`src/rtl/piso_tx.sv`:
```
`default_nettype none
// ============================================================================
//  Module      : piso_tx
//  Description : Parallel-in serial-out transmitter. Accepts a WIDTH-bit word
//                over a valid/ready handshake and shifts it out LSB first,
//                one bit per clock, with s_valid/s_last framing strobes.
//                Optional feature macro: PISO_TX_DBUF_EN adds a one-word
//                hold buffer so back-to-back frames stream with no gap.
//  Revision    : 1.0 - initial release
// ============================================================================
module piso_tx #(
  parameter int WIDTH = 4
) (
  input  logic             clk,
  input  logic             rst,
  input  logic [WIDTH-1:0] p_in,
  input  logic             load_valid,
  output logic             load_ready,
  output logic             s_out,
  output logic             s_valid,
  output logic             s_last,
  output logic             busy
);

  localparam int              C_CW       = $clog2(WIDTH);
  localparam logic [C_CW-1:0] C_LAST_CNT = C_CW'(WIDTH - 1);

  typedef enum logic [0:0] {
    S_IDLE  = 1'b0,
    S_SHIFT = 1'b1
  } state_t;

  state_t           r_state;
  state_t           w_state_nxt;
  logic [WIDTH-1:0] r_sr;
  logic [WIDTH-1:0] w_sr_nxt;
  logic [C_CW-1:0]  r_cnt;
  logic [C_CW-1:0]  w_cnt_nxt;
  logic             w_accept;
  logic             w_last_bit;
  logic             w_hold_full;

`ifdef PISO_TX_DBUF_EN
  logic [WIDTH-1:0] r_hold;
  logic [WIDTH-1:0] w_hold_nxt;
  logic             r_hold_full;
  logic             w_hold_full_nxt;

  // Ready only depends on the hold flag: a word can always be parked
  // somewhere (sr when idle or at the last bit, hold otherwise).
  assign w_hold_full = r_hold_full;
  assign load_ready  = !r_hold_full;
`else
  assign w_hold_full = 1'b0;
  assign load_ready  = (r_state == S_IDLE);
`endif

  assign w_accept   = load_valid && load_ready;
  assign w_last_bit = (r_state == S_SHIFT) && (r_cnt == C_LAST_CNT);

  // Serial and framing outputs; sr is cleared in IDLE so s_out idles low.
  assign s_out   = r_sr[0];
  assign s_valid = (r_state == S_SHIFT);
  assign s_last  = w_last_bit;
  assign busy    = s_valid || w_hold_full;

  // Next-state, shift-register, counter and hold-buffer updates.
  always_comb begin
    w_state_nxt = r_state;
    w_sr_nxt    = r_sr;
    w_cnt_nxt   = r_cnt;
`ifdef PISO_TX_DBUF_EN
    w_hold_nxt      = r_hold;
    w_hold_full_nxt = r_hold_full;
`endif
    case (r_state)
      S_IDLE: begin
        if (w_accept) begin
          w_state_nxt = S_SHIFT;
          w_sr_nxt    = p_in;
          w_cnt_nxt   = '0;
        end
      end
      S_SHIFT: begin
        if (!w_last_bit) begin
          w_sr_nxt  = {1'b0, r_sr[WIDTH-1:1]};
          w_cnt_nxt = r_cnt + 1'b1;
`ifdef PISO_TX_DBUF_EN
          // Mid-frame accept parks the word until the last bit edge.
          if (w_accept) begin
            w_hold_nxt      = p_in;
            w_hold_full_nxt = 1'b1;
          end
`endif
        end else begin
`ifdef PISO_TX_DBUF_EN
          if (r_hold_full) begin
            // Held word takes priority; load_ready is low so no accept now.
            w_sr_nxt        = r_hold;
            w_cnt_nxt       = '0;
            w_hold_full_nxt = 1'b0;
          end else if (w_accept) begin
            w_sr_nxt  = p_in;
            w_cnt_nxt = '0;
          end else begin
            w_sr_nxt    = '0;
            w_cnt_nxt   = '0;
            w_state_nxt = S_IDLE;
          end
`else
          w_sr_nxt    = '0;
          w_cnt_nxt   = '0;
          w_state_nxt = S_IDLE;
`endif
        end
      end
      default: begin
        w_state_nxt = S_IDLE;
        w_sr_nxt    = '0;
        w_cnt_nxt   = '0;
      end
    endcase
  end

  // State register; reset wins over any simultaneous accept.
  always_ff @(posedge clk) begin
    if (rst) begin
      r_state <= S_IDLE;
      r_sr    <= '0;
      r_cnt   <= '0;
    end else begin
      r_state <= w_state_nxt;
      r_sr    <= w_sr_nxt;
      r_cnt   <= w_cnt_nxt;
    end
  end

`ifdef PISO_TX_DBUF_EN
  // Hold buffer register; reset discards any parked word.
  always_ff @(posedge clk) begin
    if (rst) begin
      r_hold      <= '0;
      r_hold_full <= 1'b0;
    end else begin
      r_hold      <= w_hold_nxt;
      r_hold_full <= w_hold_full_nxt;
    end
  end
`endif

endmodule
`default_nettype wire

```
`config.mk`:
```
export PLATFORM = sky130hd
export DESIGN_NAME = piso_tx
export DESIGN_NICKNAME = d
export VERILOG_FILES = /design/src/rtl/piso_tx.sv
export SDC_FILE = /design/constraint.sdc
export NUM_CORES = 1
export LEC_CHECK = 0
export CAP_MARGIN = 40
export CORE_MARGIN = 2
export CORE_UTILIZATION = 25
export CTS_BUF_LIST = sky130_fd_sc_hd__clkbuf_4
export DETAILED_ROUTE_END_ITERATION = 10
export GPL_TIMING_DRIVEN = 0
export MAX_ROUTING_LAYER = met4
export SLEW_MARGIN = 20
export SYNTH_ARGS = -nofsm -noshare
export SYNTH_HDL_FRONTEND = slang
export SYNTH_SLANG_ARGS = --single-unit
```
`constraint.sdc`:
```
create_clock -name clk -period 1.7 [get_ports clk]
set_clock_uncertainty 0.05 [all_clocks]
set_input_delay 0.34 -clock clk [delete_from_list [all_inputs] [get_ports clk]]
set_output_delay 0.34 -clock clk [all_outputs]
set_load 0.01 [all_outputs]
```
**Yosys cells after proc, flatten, opt, wreduce, memory -nomap -nowiden**

Index checks and enable logic that the tools add are counted.
Widths: inputs -> output; s select.

- Shift-type cells: 0
- Multiply operators: 0
- Bitwise gates (word level): 1
- $lt $le $gt $ge: 0
- Div/mod/pow operators: 0
- Reductions and logical operators: 2
- Add/subtract/negate cells: 1
- Equality and inequality tests: 2
- Muxes and demuxes: 9

Operators by type and width:

| cell | count |
|---|---|
| $pmux 4 s2 | 1 |
| $mux 2 | 2 |
| $mux 4 | 1 |
| $pmux 2 s2 | 1 |
| $mux 3 | 1 |
| $add 2x1->2 const B | 1 |
| $eq 2x2->1 const B | 1 |
| $logic_and 1x1->1 | 2 |
| $mux 1 | 2 |
| $ne 2x1->1 const B | 1 |
| $pmux 1 s2 | 1 |
| $not 1->1 | 1 |

- RAM bits: 0
- Register bits after elaboration: 7
- Memories: 0
- Input bits: 7
- Bits in latches: 0
- Output and inout bits: 5
- Word-level logic and storage cells: 18
- Bits in read-only memories: 0

**Longest topological paths before layout**

Gate-level depths: netlist of run 1.

- Depth in word-level cells: 4
- Mapped depth: 4
- Mapped depth without buffers: 4

**Worst setup path after synthesis of run 1**

OpenSTA, ideal clock, no wires.

- Path type: reg-to-output
- From: reg r_state, in the netlist busy
- To: out s_last
- Data arrival time: 0.693 ns
- Setup slack: 0.617 ns
- Cell stages (with the launch flop): 3
- Path buffers: 1
- Cells stage by stage: dfxtp_1 -> buf_6 -> and2_1

- Cells in the longest elaborated chain, start to end: 1

RTL lines:

| what | line | source |
|---|---|---|
| start, declared | 33 | `state_t r_state;` |
| start signal, assigned | 132 | `r_state <= w_state_nxt;` |
| $logic_and 1x1->1 | 59 | `assign w_last_bit = (r_state == S_SHIFT) && (r_cnt == C_LAST_CNT);` |
| end, declared | 21 | `output logic s_last,` |

Every way passes these cells.

**Final worst setup path of run 1**

- From: reg r_state, in the netlist busy
- To: out s_valid

RTL lines:

| what | line | source |
|---|---|---|
| end, declared | 20 | `output logic s_valid,` |

No word-level cell between the ends.

==> results of run 1 <==
-- per-layer routing --
layer	vias up	global-route usage	wire, um
li1	149	-	-
met2	11	0.125	267
met4	0	0.0387	5
met1	121	0.0928	314
met3	2	0.0739	74
met5	-	-	0
-- metrics by stage --
step	util	hold slack (ps)	cell area (um2)
2_1_floorplan	-	359	352
3_3_place_gp	0.362	418	470
3_5_place_dp	0.362	432	470
4_1_cts	0.385	320	500
5_1_grt	0.385	328	500
6_report	0.385	322	500
-- cells in the mapped netlist (all sizes together) --
master  number
nand3b       3
o22a         1
buf          3
nor3b        1
nand2b       2
dfxtp        7
mux2i        1
inv          1
nor3         1
mux2         3
nand2        4
ha           1
and2         1
a21oi        5
nor2         2
-- kinds of logic after synthesis --
group	after synthesis	share of synthesized area
AND/OR/NAND/NOR	14	0.217
buffers and inverters	4	0.0961
multiplexers	4	0.157
AO/OA/AOI/OAI	6	0.0961
flip-flops	7	0.399
adder cells (fa/ha/maj)	1	0.0356
-- worst register-to-register path: stages, from the launching register on --
cell      delay [ps]
dfxtp_1          320
ha_2             210
nand2b_1         160
o22a_1           190
nor2_1            70
-- final timing paths --
kind | to | slack [ps] | cells past startpoint
worst max-delay path | s_valid | 60 | 2
worst min-delay path | busy | 320 | 3
worst max register to register | r_cnt[0] | 630 | 4
worst min register to register | r_sr[0] | 430 | 2
-- flip-flops by register name, summed over array words and instances, names as in the netlist --
signal	flops
busy	1
r_cnt	2
r_sr	4
-- final cells by class --
type                    instances  share of cell area
plain buffers                   3              0.0600
clock buffers                   4              0.0600
inverters                       1             0.00750
multi-input cells              25               0.360
flip-flops and latches          7               0.280
well taps                      15              0.0375
repair buffers                 10               0.195
-- report_power, final --
| group | switching [uW] | internal (uW) |
|---|---|---|
| Sequential | 6.50 | 175 |
| Combinational | 30.7 | 49.4 |
| Clock | 65.0 | 106 |
==> results.sh, run 1 <==
export IMPL_cp_end_kind="output pin"
export IMPL_ys_types=16
export IMPL_area_growth_pct=42.3
export IMPL_place_hpwl_um=449
export IMPL_cts_resized_gates=3
export IMPL_clockRootBuffer="clkbuf_4"
export IMPL_io_buffers=10
export IMPL_worst_slew_pin_slew_ps=248
export IMPL_avgViaCountPerCell=4.35
export IMPL_core_um2=1300
export IMPL_post_route_min_period_ps=1640
export IMPL_worstPathCellList="buf_4, clkdlybuf4s50_1"
export IMPL_pre_cts_ws_ps=89.6
export IMPL_grt_pass1_wl_um=1120
export IMPL_dp_cells=61
export IMPL_drt_wl_total_um=661
export IMPL_maxSlewHeadroom=0.834
export IMPL_layout_common_cells="clkdlybuf4s50_1 (8), dfxtp_1 (7), a21oi_1 (5)"
export IMPL_grt_use_total=0.0906
export IMPL_cp_start_kind="flop"
export IMPL_grt_ovfl_total=0
export IMPL_worstPathArrival_ps=1250
export IMPL_drc=0
export IMPL_gp_congestion=0.713
export IMPL_fillers=155
export IMPL_clkLatencyLatePin_ps=250
export IMPL_min_delay_start="load_valid"
export IMPL_final_common_cell="clkdlybuf4s50_1"
export IMPL_max_clock_freq_ghz=0.609
export IMPL_drive_gt1_frac=0.220
export IMPL_clk_pin_slew_ps=60
export IMPL_cts_sinks=7
export IMPL_critPathMaxFanout=3
export IMPL_multi_input_area_um2=180
export IMPL_die_area_um2=1720
export IMPL_synthesis_area_um2=352
export IMPL_ys_seq_area_frac=0.399
export IMPL_required_ps=1310
export IMPL_hold_viol=0
export IMPL_h_tree_depth=1
export IMPL_post_cts_buffers=0
export IMPL_die_w_um=41.5
export IMPL_rows=13
export IMPL_wl_per_cell_um=10.2
export IMPL_yosys_top_cells_area="dfxtp_1 (40%), mux2_4 (13%), a21oi_1 (7.1%)"
export IMPL_p_leak_uw=0.000209
export IMPL_vias=283
export IMPL_crit_start="busy"
export IMPL_tns_ps=0
export IMPL_cts_buffers_inserted=3
export IMPL_crit_type="flop to output pin"
export IMPL_slowest_delay_ps=510
export IMPL_synth_top_area_frac=0.399
export IMPL_power_density_nw_per_um2=863
export IMPL_cts_tree="built"
export IMPL_hp_class="input port to flop"
export IMPL_period_share=0.966
export IMPL_hold_buffers=0
export IMPL_setup_viol=0
export IMPL_dr_pass1_iters=3
export IMPL_reg2reg_from="r_cnt[0]"
export IMPL_register_area_um2=140
export IMPL_status="finished, final reports clean"
export IMPL_dieHeight_um=41.5
export IMPL_antenna_found_initial=0
export IMPL_drtAntennaViolNets=0
export IMPL_final_nets=59
export IMPL_crit_slowest_cell="clkdlybuf4s50_1"
export IMPL_stdcell_count=65
export IMPL_clockBufferDepth=2
export IMPL_synth_ff_latch_count=7
export IMPL_setup_slack_ps=57.4
export IMPL_rsz0062_at_grt="no"
export IMPL_grt_max_degree=11
export IMPL_start_util=0.270
export IMPL_synthesis_nets=44
export IMPL_grt_pass1_vias=269
export IMPL_yosys_warnings=0
export IMPL_drtIter0Drc=8
export IMPL_ioPinCount=12
export IMPL_crit_family="buffers and inverters"
export IMPL_power_uw=432
export IMPL_synthesis_instances=36
export IMPL_syn_avg_cell_area_um2=9.77
export IMPL_yosys_area_top_type="dfxtp_1"
export IMPL_diodes=0
export IMPL_maxSlewViolCount=0
export IMPL_cap_violations=0
export IMPL_crit_buf_inv=2
export IMPL_ir_drop_v=0.000344
(Power assumes the default switching activity.)
==> run 2, diff against run 1 <==
--- a/config.mk
+++ b/config.mk
@@ -12,6 +12,7 @@
 export DETAILED_ROUTE_END_ITERATION = 10
 export GPL_TIMING_DRIVEN = 0
 export MAX_ROUTING_LAYER = met4
+export SETUP_SLACK_MARGIN = 0.05
 export SLEW_MARGIN = 20
 export SYNTH_ARGS = -nofsm -noshare
 export SYNTH_HDL_FRONTEND = slang
==> run 2 against run 1 <==
Against the previous run: critical path depth unchanged; first-iteration DRC count stayed put; worst setup slack better by 41 ps; hold slack got worse by 6.5 ps; non-clock buffer count did not move; sequential cell count unchanged; sequential power barely moved; register-to-register slack about the same; die area stayed put; routed wire length shrank 0.30%.
==> results.sh, run 2 (synthesis gave the netlist of run 1 again) <==
export IMPL_clockRootBuffer="clkbuf_4"
export IMPL_worstPathCellList="buf_4, clkdlybuf4s50_1"
export IMPL_power_frac_comb=0.185
export IMPL_grt_use_total=0.0915
export IMPL_final_common_cell="clkdlybuf4s50_1"
export IMPL_required_ps=1310
export IMPL_crit_type="flop to output pin"
export IMPL_crit_slowest_cell="clkdlybuf4s50_1"
export IMPL_wl_per_cell_um=10.1
export IMPL_p_leak_uw=0.000210
export IMPL_stdcell_count=65
export IMPL_cp_start_kind="flop"
export IMPL_status="finished, final reports clean"
export IMPL_avgViaCountPerCell=4.37
export IMPL_antenna_found_initial=0
export IMPL_clkLatencyLatePin_ps=250
export IMPL_drive_gt1_frac=0.260
export IMPL_drt_wl_total_um=659
export IMPL_gp_congestion=0.713
export IMPL_dr_pass1_iters=3
export IMPL_seqPwrFrac=0.421
export IMPL_cp_end_kind="output pin"
export IMPL_die_area_um2=1720
export IMPL_post_route_min_period_ps=1600
export IMPL_setup_viol=0
export IMPL_place_hpwl_um=449
export IMPL_grt_max_degree=11
export IMPL_regMostFlops="r_sr"
export IMPL_clock_power_share=0.393
export IMPL_reg2reg_slack_ps=640
export IMPL_post_cts_buffers=0
export IMPL_drc=0
export IMPL_ioPinCount=12
export IMPL_vias=284
export IMPL_io_buffers=10
export IMPL_utilization=0.387
export IMPL_h_tree_depth=1
export IMPL_grt_pass1_wl_um=1130
export IMPL_final_nets=59
export IMPL_clockBufferDepth=2
export IMPL_start_util=0.270
export IMPL_critPathMaxFanout=3
export IMPL_cts_buffers_inserted=3
export IMPL_grt_ovfl_total=0
export IMPL_rsz0062_at_grt="no"
export IMPL_hold_viol=0
export IMPL_worstPathArrival_ps=1210
export IMPL_clk_pin_slew_ps=50
export IMPL_die_w_um=41.5
export IMPL_dieHeight_um=41.5
export IMPL_hold_buffers=0
export IMPL_drtAntennaViolNets=0
export IMPL_area_growth_pct=43.1
export IMPL_hp_class="input port to flop"
export IMPL_tns_ps=0
export IMPL_grt_pass1_vias=271
export IMPL_maxSlewHeadroom=0.834
export IMPL_max_clock_freq_ghz=0.624
export IMPL_largest_register_ffs=4
export IMPL_maxSlewViolCount=0
export IMPL_rows=13
export IMPL_dp_cells=61
export IMPL_p_int_uw=331
export IMPL_p_sw_frac=0.235
export IMPL_diodes=0
export IMPL_worst_slew_pin_slew_ps=248
export IMPL_drtIter0Drc=8
export IMPL_cap_violations=0
export IMPL_power_density_nw_per_um2=860
export IMPL_ir_drop_v=0.000342
export IMPL_period_share=0.942
export IMPL_core_um2=1300
export IMPL_slowest_delay_ps=510
export IMPL_cts_tree="built"
export IMPL_cts_sinks=7
export IMPL_p_sw_uw=102
export IMPL_layout_common_cells="clkdlybuf4s50_1 (8), a21oi_1 (5), dfxtp_1 (5)"
==> run 2: changes by cell type in the layout (fill, tap and decap cells not counted) <==
cell | before | now
dfxtp_1 | 7 | 5
dfxtp_2 | 0 | 2
==> run 2: power by group through the flow <==
stage | combinational, uW | sequential (uW) | clock (uW)
finish | 80.2 | 182 | 170
global route | 87.0 | 184 | 192
CTS | 80.9 | 182 | 176
detailed placement | 81.8 | 185 | 0
global placement | 81.2 | 184 | 0
floorplan | 46.3 | 185 | 0
==> run 2: worst max-delay path, delay by kind of cell (launching register included) <==
kind | cells | cell delay [ps]
buffers and inverters | 2 | 610
flip-flops | 1 | 340
==> run 2: path summary, 6_finish.rpt <==
kind | from | end | depth (start not counted)
worst min-delay path | load_valid | busy | 3
worst max-delay path | busy | s_valid | 2
worst max register to register | r_cnt[0] | r_cnt[0] | 4
worst min register to register | r_sr[1] | r_sr[0] | 2
==> run 2: metrics by stage <==
stage               total power, uW  setup WS [ps]  hold WS, ps  instance area, um2
floorplan                       232            617          359                 352
global placement                266           80.4          418                 470
CTS                             438           84.8          313                 502
global route                    463           52.3          317                 503
finish                          432           98.4          315                 503
detailed placement              267           89.6          432                 470
==> run 2: what timing repair did <==
action,4_1_cts,5_1_grt
gates resized for setup,4,1
pin swaps,0,0
setup endpoints to repair,3,1
==> run 2: final cells by class <==
class	count	area, um2
Multi-Input combinational cell	25	180
Inverter	1	3.75
Tap cell	15	18.8
Fill cell	153	798
Buffer	3	30.0
Sequential cell	7	143
Clock buffer	4	30.0
Timing Repair Buffer	10	97.6
==> run 2: per-layer routing <==
| metal | track usage | vias up | share of wire |
|---|---|---|---|
| li1 | - | 149 | - |
| met1 | 0.0955 | 122 | 0.48 |
| met2 | 0.125 | 11 | 0.40 |
| met3 | 0.0739 | 2 | 0.11 |
| met4 | 0.0387 | 0 | 0.0076 |
| met5 | - | - | 0 |
==> run 3, diff against run 2 <==
--- a/config.mk
+++ b/config.mk
@@ -8,7 +8,6 @@
 export CAP_MARGIN = 40
 export CORE_MARGIN = 2
 export CORE_UTILIZATION = 25
-export CTS_BUF_LIST = sky130_fd_sc_hd__clkbuf_4
 export DETAILED_ROUTE_END_ITERATION = 10
 export GPL_TIMING_DRIVEN = 0
 export MAX_ROUTING_LAYER = met4
==> run 3 against run 2 <==
Against the previous run: critical path depth did not move; utilization fell by 0.29 points; sequential share of layout area rose by 0.21 points; via count increased by 1.1%; total power decreased by 3.6%; routed wire length rose by 0.76%; clock power is 9% lower; largest power group unchanged; worst setup slack better by 0.94 ps; sequential cell count unchanged.
==> results.sh, run 3 (synthesis gave the netlist of run 1 again) <==
export IMPL_status="finished, final reports clean"
export IMPL_max_clock_freq_ghz=0.625
export IMPL_cts_buffers_inserted=3
export IMPL_gp_congestion=0.713
export IMPL_cts_sinks=7
export IMPL_clk_pin_slew_ps=60
export IMPL_reg2reg_slack_ps=640
export IMPL_crit_type="flop to output pin"
export IMPL_power_density_nw_per_um2=835
export IMPL_stdcell_count=65
export IMPL_largest_register_ffs=4
export IMPL_vias=287
export IMPL_reg2reg_from="r_cnt[0]"
export IMPL_layout_common_cells="clkdlybuf4s50_1 (8), a21oi_1 (5), dfxtp_1 (5)"
export IMPL_hold_viol=0
export IMPL_dr_pass1_iters=2
export IMPL_drive_gt1_frac=0.240
export IMPL_maxSlewViolCount=0
export IMPL_holdPathStages=3
export IMPL_rsz0062_at_grt="no"
export IMPL_worstPathArrival_ps=1210
export IMPL_tns_ps=0
export IMPL_cp_end_kind="output pin"
export IMPL_clockBufferDepth=2
export IMPL_ir_drop_v=0.000343
export IMPL_worstReg2RegEnd="r_cnt[0]"
export IMPL_regMostFlops="r_sr"
export IMPL_die_w_um=41.5
export IMPL_worstHoldEndpoint="busy"
export IMPL_core_um2=1300
export IMPL_final_nets=59
export IMPL_cap_violations=0
export IMPL_diodes=0
export IMPL_cts_tree="built"
export IMPL_r2r_cells=4
export IMPL_critPathMaxFanout=3
export IMPL_area_growth_pct=42.0
export IMPL_maxSlewHeadroom=0.826
export IMPL_rows=13
export IMPL_h_tree_depth=1
export IMPL_required_ps=1310
export IMPL_drc=0
export IMPL_grt_max_degree=11
export IMPL_dieHeight_um=41.5
export IMPL_wl_per_cell_um=10.2
export IMPL_final_common_cell="clkdlybuf4s50_1"
export IMPL_drt_wl_total_um=664
export IMPL_clkLatencyLatePin_ps=250
export IMPL_antenna_found_initial=0
export IMPL_avgViaCountPerCell=4.42
export IMPL_setup_viol=0
export IMPL_grt_ovfl_total=0
export IMPL_io_buffers=10
export IMPL_grt_pass1_vias=280
export IMPL_die_area_um2=1720
export IMPL_grt_use_total=0.0933
export IMPL_ioPinCount=12
export IMPL_place_hpwl_um=449
export IMPL_min_delay_start="load_valid"
export IMPL_post_route_min_period_ps=1600
export IMPL_clockRootBuffer="clkbuf_4"
export IMPL_post_cts_buffers=0
export IMPL_p_leak_uw=0.000207
export IMPL_cp_start_kind="flop"
export IMPL_drtIter0Drc=4
export IMPL_period_share=0.942
export IMPL_worst_slew_pin_slew_ps=260
export IMPL_drtAntennaViolNets=0
export IMPL_start_util=0.270
export IMPL_hp_class="input port to flop"
export IMPL_dp_cells=61
export IMPL_grt_pass1_wl_um=1170
## run 3: power by group
part	internal, uW	switching (uW)	total, uW
clock network	89.8	64.9	155
logic	49.5	30.6	80.1
registers	176	6.50	182
## run 3: worst max-delay path by stage
stage | from | end | cells after the start
5_1_grt | busy | s_valid | 2
2_1_floorplan | busy | s_last | 2
4_1_cts | r_cnt[0] | s_last | 3
3_5_place_dp | r_cnt[0] | s_last | 3
3_3_place_gp | r_cnt[0] | s_last | 3
6_report | busy | s_valid | 2
## run 3: worst max-delay path: stages (launching register included)
cell	delay, ps
dfxtp_2	340
buf_4	100
clkdlybuf4s50_1	510
## run 3: stage by stage
stage	hold slack, ps	total power, uW	utilization	instance area (um2)	setup slack, ps
2_1_floorplan	359	232	-	352	617
3_3_place_gp	418	266	0.362	470	80.4
3_5_place_dp	432	267	0.362	470	89.6
4_1_cts	310	424	0.383	498	84.8
5_1_grt	320	446	0.384	499	55.1
6_report	314	417	0.384	499	99.3
## run 3: layer usage
| layer | GRT usage | vias to the layer above | wire length [um] |
|---|---|---|---|
| li1 | - | 149 | - |
| met1 | 0.0955 | 125 | 317 |
| met2 | 0.131 | 11 | 271 |
| met3 | 0.0739 | 2 | 70 |
| met4 | 0.0387 | 0 | 5 |
| met5 | - | - | 0 |
## run 3: final cells by class
class	instances	area (um2)
Timing Repair Buffer	10	97.6
Fill cell	157	802
Inverter	1	3.75
Clock buffer	4	26.3
Tap cell	15	18.8
Multi-Input combinational cell	25	180
Sequential cell	7	143
Buffer	3	30.0
## run 3: what timing repair did
action	CTS	global route
endpoints found under the setup margin	3	1
hold buffers	0	0
gates resized for setup	4	1
